==> config.mk <==
export PLATFORM = sky130hd
export DESIGN_NAME = alu_arbiter
export DESIGN_NICKNAME = d
export VERILOG_FILES = /design/src/rtl/alu_arb_pkg.sv /design/src/rtl/alu_arbiter_rr_arb2.sv /design/src/rtl/alu_arbiter.sv
export SDC_FILE = /design/constraint.sdc
export NUM_CORES = 1
export LEC_CHECK = 0
export BUFFER_PORTS_ARGS = -buffer_cell sky130_fd_sc_hd__buf_2
export CAP_MARGIN = 0
export CORE_MARGIN = 2
export CORE_UTILIZATION = 46
export CTS_CLUSTER_SIZE = 25
export DETAILED_ROUTE_END_ITERATION = 7
export PLACE_DENSITY = 0.93
export SYNTH_ARGS = -nofsm -noshare
export SYNTH_HDL_FRONTEND = slang
export SYNTH_SLANG_ARGS = --single-unit
==> constraint.sdc <==
create_clock -name clk -period 4.45 [get_ports clk]
set_clock_uncertainty 0.2 [all_clocks]
set_input_delay 0.6675 -clock clk [delete_from_list [all_inputs] [get_ports clk]]
set_output_delay 0.6675 -clock clk [all_outputs]
set_load 0.005 [all_outputs]
==> src/rtl/alu_arb_pkg.sv <==
// rtl/alu_arb_pkg.sv - shared opcodes, FSM encoding and op decode helpers for alu_arbiter
package alu_arb_pkg;

    localparam logic [3:0] OP_ADD  = 4'b0010;
    localparam logic [3:0] OP_SUB  = 4'b0011;
    localparam logic [3:0] OP_AND  = 4'b0100;
    localparam logic [3:0] OP_OR   = 4'b0101;
    localparam logic [3:0] OP_XOR  = 4'b0110;
    localparam logic [3:0] OP_NOT  = 4'b0111;
    localparam logic [3:0] OP_SLL  = 4'b1000;
    localparam logic [3:0] OP_SRL  = 4'b1001;
    localparam logic [3:0] OP_NOR  = 4'b1010;
    localparam logic [3:0] OP_SUBU = 4'b1011;
    localparam logic [3:0] OP_ADDU = 4'b1100;
    localparam logic [3:0] OP_SLT  = 4'b1101;

    typedef enum logic [1:0] {
        ST_IDLE    = 2'd0,
        ST_ISSUE   = 2'd1,
        ST_CAPTURE = 2'd2
    } state_e;

    // The ALU overflow flag is sticky, so it only means something for these ops
    function automatic logic ovf_valid(input logic [3:0] op);
        case (op)
            OP_ADD, OP_SUB, OP_SUBU, OP_ADDU: ovf_valid = 1'b1;
            default:                          ovf_valid = 1'b0;
        endcase
    endfunction

    function automatic logic undef_op(input logic [3:0] op);
        case (op)
            4'b0000, 4'b0001, 4'b1110, 4'b1111: undef_op = 1'b1;
            default:                            undef_op = 1'b0;
        endcase
    endfunction

endpackage

==> src/rtl/alu_arbiter_rr_arb2.sv <==
// rtl/alu_arbiter_rr_arb2.sv - two-way grant logic; ALU_ARB_FIXED_PRIO_EN selects fixed priority
module rr_arb2 (
    input  logic clk,
    input  logic reset,
    input  logic req0,
    input  logic req1,
    input  logic accept,
    output logic grant0,
    output logic grant1
);

`ifdef ALU_ARB_FIXED_PRIO_EN
    // Requester 0 always wins a tie
    always_comb begin
        grant0 = req0;
        grant1 = req1 & ~req0;
    end
`else
    // last_q high means requester 1 was granted last, so requester 0 is favoured
    logic last_q;
    logic last_d;

    // Tie goes to the requester not granted last; a lone requester always wins
    always_comb begin
        grant0 = req0;
        grant1 = req1;
        if (req0 && req1) begin
            grant0 = last_q;
            grant1 = ~last_q;
        end
    end

    // Pointer moves only when a grant is actually taken
    always_comb begin
        last_d = last_q;
        if (accept) begin
            last_d = grant1;
        end
    end

    // Pointer register; reset favours requester 0
    always_ff @(posedge clk or posedge reset) begin
        if (reset) begin
            last_q <= 1'b1;
        end else begin
            last_q <= last_d;
        end
    end
`endif

endmodule

==> src/rtl/alu_arbiter.sv <==
// rtl/alu_arbiter.sv - shares one registered-result ALU between two requesters (option: ALU_ARB_FIXED_PRIO_EN)
module alu_arbiter
    import alu_arb_pkg::*;
#(
    parameter int DATA_W  = 32,
    parameter int OP_W    = 4,
    parameter int SHAMT_W = 5
) (
    input  logic               clk,
    input  logic               reset,
    input  logic               req0_valid,
    output logic               req0_ready,
    input  logic [OP_W-1:0]    req0_op,
    input  logic [DATA_W-1:0]  req0_a,
    input  logic [DATA_W-1:0]  req0_b,
    input  logic [SHAMT_W-1:0] req0_shamt,
    input  logic               req1_valid,
    output logic               req1_ready,
    input  logic [OP_W-1:0]    req1_op,
    input  logic [DATA_W-1:0]  req1_a,
    input  logic [DATA_W-1:0]  req1_b,
    input  logic [SHAMT_W-1:0] req1_shamt,
    output logic               rsp0_valid,
    output logic               rsp1_valid,
    output logic [DATA_W-1:0]  rsp_result,
    output logic               rsp_zero,
    output logic               rsp_ovf,
    output logic               rsp_err,
    output logic [OP_W-1:0]    alu_control,
    output logic [DATA_W-1:0]  operand_A,
    output logic [DATA_W-1:0]  operand_B,
    output logic [SHAMT_W-1:0] shmant,
    input  logic [DATA_W-1:0]  alu_result,
    input  logic               zero_flag,
    input  logic               overflow
);

    state_e state_q, state_d;

    logic [OP_W-1:0]    op_q, op_d;
    logic [DATA_W-1:0]  a_q, a_d;
    logic [DATA_W-1:0]  b_q, b_d;
    logic [SHAMT_W-1:0] shamt_q, shamt_d;
    logic               owner_q, owner_d;

    logic [DATA_W-1:0]  rsp_result_q, rsp_result_d;
    logic               rsp_zero_q, rsp_zero_d;
    logic               rsp_ovf_q, rsp_ovf_d;
    logic               rsp_err_q, rsp_err_d;
    logic               rsp0_valid_q, rsp0_valid_d;
    logic               rsp1_valid_q, rsp1_valid_d;

    logic idle;
    logic accept;
    logic grant0;
    logic grant1;
    logic err;

    assign idle   = (state_q == ST_IDLE);
    assign accept = idle & (req0_valid | req1_valid);
    assign err    = undef_op(op_q);

    rr_arb2 u_arb (
        .clk    (clk),
        .reset  (reset),
        .req0   (req0_valid),
        .req1   (req1_valid),
        .accept (accept),
        .grant0 (grant0),
        .grant1 (grant1)
    );

    // FSM state register
    always_ff @(posedge clk or posedge reset) begin
        if (reset) begin
            state_q <= ST_IDLE;
        end else begin
            state_q <= state_d;
        end
    end

    // Accept in IDLE, then one cycle for the ALU to register and one to collect it
    always_comb begin
        state_d = ST_IDLE;
        case (state_q)
            ST_IDLE:    state_d = accept ? ST_ISSUE : ST_IDLE;
            ST_ISSUE:   state_d = ST_CAPTURE;
            ST_CAPTURE: state_d = ST_IDLE;
            default:    state_d = ST_IDLE;
        endcase
    end

    // Ready is the grant qualified by IDLE; it never looks at response state
    always_comb begin
        req0_ready = idle & grant0;
        req1_ready = idle & grant1;
    end

    // Request latch on acceptance and response latch on leaving CAPTURE
    always_comb begin
        op_d         = op_q;
        a_d          = a_q;
        b_d          = b_q;
        shamt_d      = shamt_q;
        owner_d      = owner_q;
        rsp_result_d = rsp_result_q;
        rsp_zero_d   = rsp_zero_q;
        rsp_ovf_d    = rsp_ovf_q;
        rsp_err_d    = rsp_err_q;
        rsp0_valid_d = 1'b0;
        rsp1_valid_d = 1'b0;
        if (accept) begin
            owner_d = grant1;
            if (grant1) begin
                op_d    = req1_op;
                a_d     = req1_a;
                b_d     = req1_b;
                shamt_d = req1_shamt;
            end else begin
                op_d    = req0_op;
                a_d     = req0_a;
                b_d     = req0_b;
                shamt_d = req0_shamt;
            end
        end
        if (state_q == ST_CAPTURE) begin
            rsp_err_d    = err;
            rsp_result_d = err ? '0 : alu_result;
            rsp_zero_d   = err ? 1'b1 : zero_flag;
            rsp_ovf_d    = ~err & ovf_valid(op_q) & overflow;
            rsp0_valid_d = ~owner_q;
            rsp1_valid_d = owner_q;
        end
    end

    // Datapath registers; reset drops any operation in flight
    always_ff @(posedge clk or posedge reset) begin
        if (reset) begin
            op_q         <= '0;
            a_q          <= '0;
            b_q          <= '0;
            shamt_q      <= '0;
            owner_q      <= 1'b0;
            rsp_result_q <= '0;
            rsp_zero_q   <= 1'b0;
            rsp_ovf_q    <= 1'b0;
            rsp_err_q    <= 1'b0;
            rsp0_valid_q <= 1'b0;
            rsp1_valid_q <= 1'b0;
        end else begin
            op_q         <= op_d;
            a_q          <= a_d;
            b_q          <= b_d;
            shamt_q      <= shamt_d;
            owner_q      <= owner_d;
            rsp_result_q <= rsp_result_d;
            rsp_zero_q   <= rsp_zero_d;
            rsp_ovf_q    <= rsp_ovf_d;
            rsp_err_q    <= rsp_err_d;
            rsp0_valid_q <= rsp0_valid_d;
            rsp1_valid_q <= rsp1_valid_d;
        end
    end

    assign alu_control = op_q;
    assign operand_A   = a_q;
    assign operand_B   = b_q;
    assign shmant      = shamt_q;
    assign rsp_result  = rsp_result_q;
    assign rsp_zero    = rsp_zero_q;
    assign rsp_ovf     = rsp_ovf_q;
    assign rsp_err     = rsp_err_q;
    assign rsp0_valid  = rsp0_valid_q;
    assign rsp1_valid  = rsp1_valid_q;

endmodule

==> metrics.yaml <==
sta:
  post-route-min-period_ns: 2.684
  worstMarginPinSlew_ns: 1.160
  rsz0062_at_grt: "false"
  max_freq_mhz: 372.6
  tns_ns: 0
  fin_crit_sh: 0.6032
  setup_violations: 0
  setup_slack_ns: 1.766
  finalHoldViolCount: 0
  drv_slew: 0
  hold_ws_ns: 0.1980
  slew_headroom: 0.2242
floorplanning:
  initial_utilization: 0.4701
  die_w_um: 114.8
  dieArea_sq_um: 13180
  rows: 40
  dieHeight_um: 114.8
  io_pins: 296
  core_area_sq_um: 12010
clock_tree:
  cts_root_buffer: "clkbuf_16"
  path_clk_slew_ns: 0.05
  clockBufferDepth: 2
  htreeDepth: 4
  insertion_delay_ns: 0.41
  cts_tree: "built"
  cts_buffers: 17
  cts_setup_buffers: 0
  ctsResizeCount: 0
  cts_hold_buf: 0
  cts.sinks: 114
power_and_ir_drop:
  total_power_mw: 5.638
  max-vdd-ir-drop_mv: 0.4713
  cellLeakagePower_nw: 4.191
  p_per_area_nw_per_um2: 722.4
yosys:
  synthCells: 347
  syn_avg_cell_area_sq_um: 16.27
  yosys_warnings: 0
  syn_area_sq_um: 5647
  seq_area_frac_synth: 0.5054
  synth.ff_latch_count: 114
  synth.distinct_cells: 25
  synth_fp_nets: 531
placement:
  place_area_sq_um: 7134
  dp.cells: 772
  io_buffer_count: 295
  pre_cts_ws_ns: 1.775
  dpl.hpwl_um: 10340
  place_congestion: 0.8278
status:
  status: "finished, final reports clean"
job:
  maxCapViolCount: 0
setup_path:
  r2r_cells: 4
  crit_required_ns: 4.53
  crit_arrival_ns: 2.77
  endpoint_kind: "register"
  crit_type: "register to register"
  slowest_stage: "o21a_4"
  rr_startpoint: "state_q[0]"
  cp_slowest_stage_delay_ns: 0.71
  cp-start-kind: "register"
  crit_fanout: 43
  path_cells: "nor2_1, o21a_4, buf_4, mux2_4"
  r2r_end: "operand_B[23]"
  regToRegSetupSlack_ns: 1.77
cells_and_area:
  n_fill_cell: 849
  finalNetCount: 828
  antennaDiodeCount: 0
  instances_no_fill: 803
  syn_to_final_growth_pct: 38.20
  fin_util: 0.6497
  postLayoutCellArea_sq_um: 7804
  drive_gt1_frac: 0.7348
routing:
  dr.pass1.iters: 4
  ant_nets: 0
  remaining_drc_errors: 0
  wl_um: 14390
  wl_per_cell_um: 17.92
  vias: 4083
  avgViaCountPerCell: 5.085
  first_iter_violations: 220
global_route:
  grt_pass1_wl_um: 21960
  grt_max_degree: 65
  overflow: 0
  grt_pass1_vias: 4339
  grtUsageTotal: 0.2190
  grt_antenna_before_repair: 0
hold_path:
  hold_class: "primary input to async pin"
-- cells in the mapped netlist --
cell type	instances	area, sq um
o21a_1	1	7.510
a22o_1	32	280.3
nor2_1	6	22.52
nand2_1	3	11.26
buf_2	7	35.03
nand2b_1	2	12.51
inv_1	4	15.01
o21bai_1	1	7.510
mux2_4	118	1772
buf_1	1	3.750
a31oi_1	1	6.260
clkbuf_1	3	11.26
nor3_2	1	10.01
buf_12	7	140.1
nor4bb_1	1	10.01
o21ai_0	1	5.000
a21bo_4	1	16.27
a21oi_1	4	20.02
buf_6	5	56.30
dfrtp_1	113	2828
and3_1	1	6.260
mux2_2	28	315.3
dfstp_2	1	26.28
nor3_1	2	10.01
nor2b_1	3	18.77
-- worst max-delay path by stage --
stage | to | startpoint | slack [ns]
finish | operand_B[23] | state_q[0] | 1.77
floorplan | alu_control[0] | reset | 0.57
CTS | operand_B[23] | state_q[0] | 1.81
global route | operand_B[23] | state_q[0] | 1.64
detailed placement | operand_B[23] | req0_valid | 1.78
global placement | operand_B[13] | req0_valid | 1.87
-- worst max-delay path, delay by kind of cell (launching register included) --
family,cells,cell delay (ns)
AOI/OAI and AO/OA,1,0.71
muxes,1,0.35
buffers and inverters,1,0.52
and+or+nand+nor,1,0.32
DFF,1,0.41
-- area by class of cell --
class	count	area (sq um)	share of cell area
Sequential cell	114	2854	0.3657
Multi-Input combinational cell	206	2545	0.3261
Timing Repair Buffer	301	1534	0.1966
Clock buffer	23	498.0	0.06381
Tap cell	147	183.9	0.02357
Clock inverter	8	171.4	0.02197
Inverter	4	17.52	0.002245
-- power breakdown --
part / internal (mW) / switching, mW
registers: 1.56 / 0.322
clock network: 1.07 / 0.461
logic: 1.34 / 0.891
total: 3.96 / 1.67
-- state kept, by name, indices dropped and copies added (netlist names), 2 cells and up --
| name | count |
|---|---|
| state_q | 2 |
| operand_B | 32 |
| rsp_result | 32 |
| operand_A | 32 |
| alu_control | 4 |
| shmant | 5 |
-- layout by cell type, fill, tap and decap left out --
cell type / netlist / routed
bufinv_16: 0 / 5
nor3_1: 2 / 2
nor3_4: 0 / 1
buf_4: 0 / 5
clkbuf_8: 0 / 5
dfstp_2: 1 / 1
a31oi_1: 1 / 1
buf_12: 7 / 1
a21bo_4: 1 / 1
a22o_1: 32 / 32
o21ai_0: 1 / 1
mux2_4: 118 / 118
nor2b_1: 3 / 3
clkinv_2: 0 / 1
inv_4: 0 / 1
dfrtp_1: 113 / 113
inv_1: 4 / 3
and3_1: 1 / 1
clkbuf_1: 3 / 1
buf_2: 7 / 295
clkbuf_16: 0 / 17
a21oi_1: 4 / 4
nand2_1: 3 / 3
clkinvlp_4: 0 / 1
mux2_2: 28 / 28
nand2b_1: 2 / 2
inv_6: 0 / 1
o21a_4: 0 / 1
o21bai_1: 1 / 1
nor2_1: 6 / 6
nor4bb_1: 1 / 1
-- per-layer routing --
metal	GRT usage	up-vias	part of all wire
met1	0.2520	1990	0.39
met4	0.08916	0	0.021
met5	0	-	0
met3	0.07380	25	0.071
met2	0.3771	210	0.52
li1	-	1858	-
-- cells by family (layout without fill, tap and decap cells) --
logic type | count (synthesis) | after routing | share of synthesized area
multiplexers | 146 | 146 | 0.3696
flip-flops | 114 | 114 | 0.5054
AO/OA/AOI/OAI | 41 | 41 | 0.06072
buffers and inverters | 27 | 336 | 0.04631
AND/OR/NAND/NOR | 19 | 19 | 0.01795
Note: power is estimated with default switching activity, not from simulation.
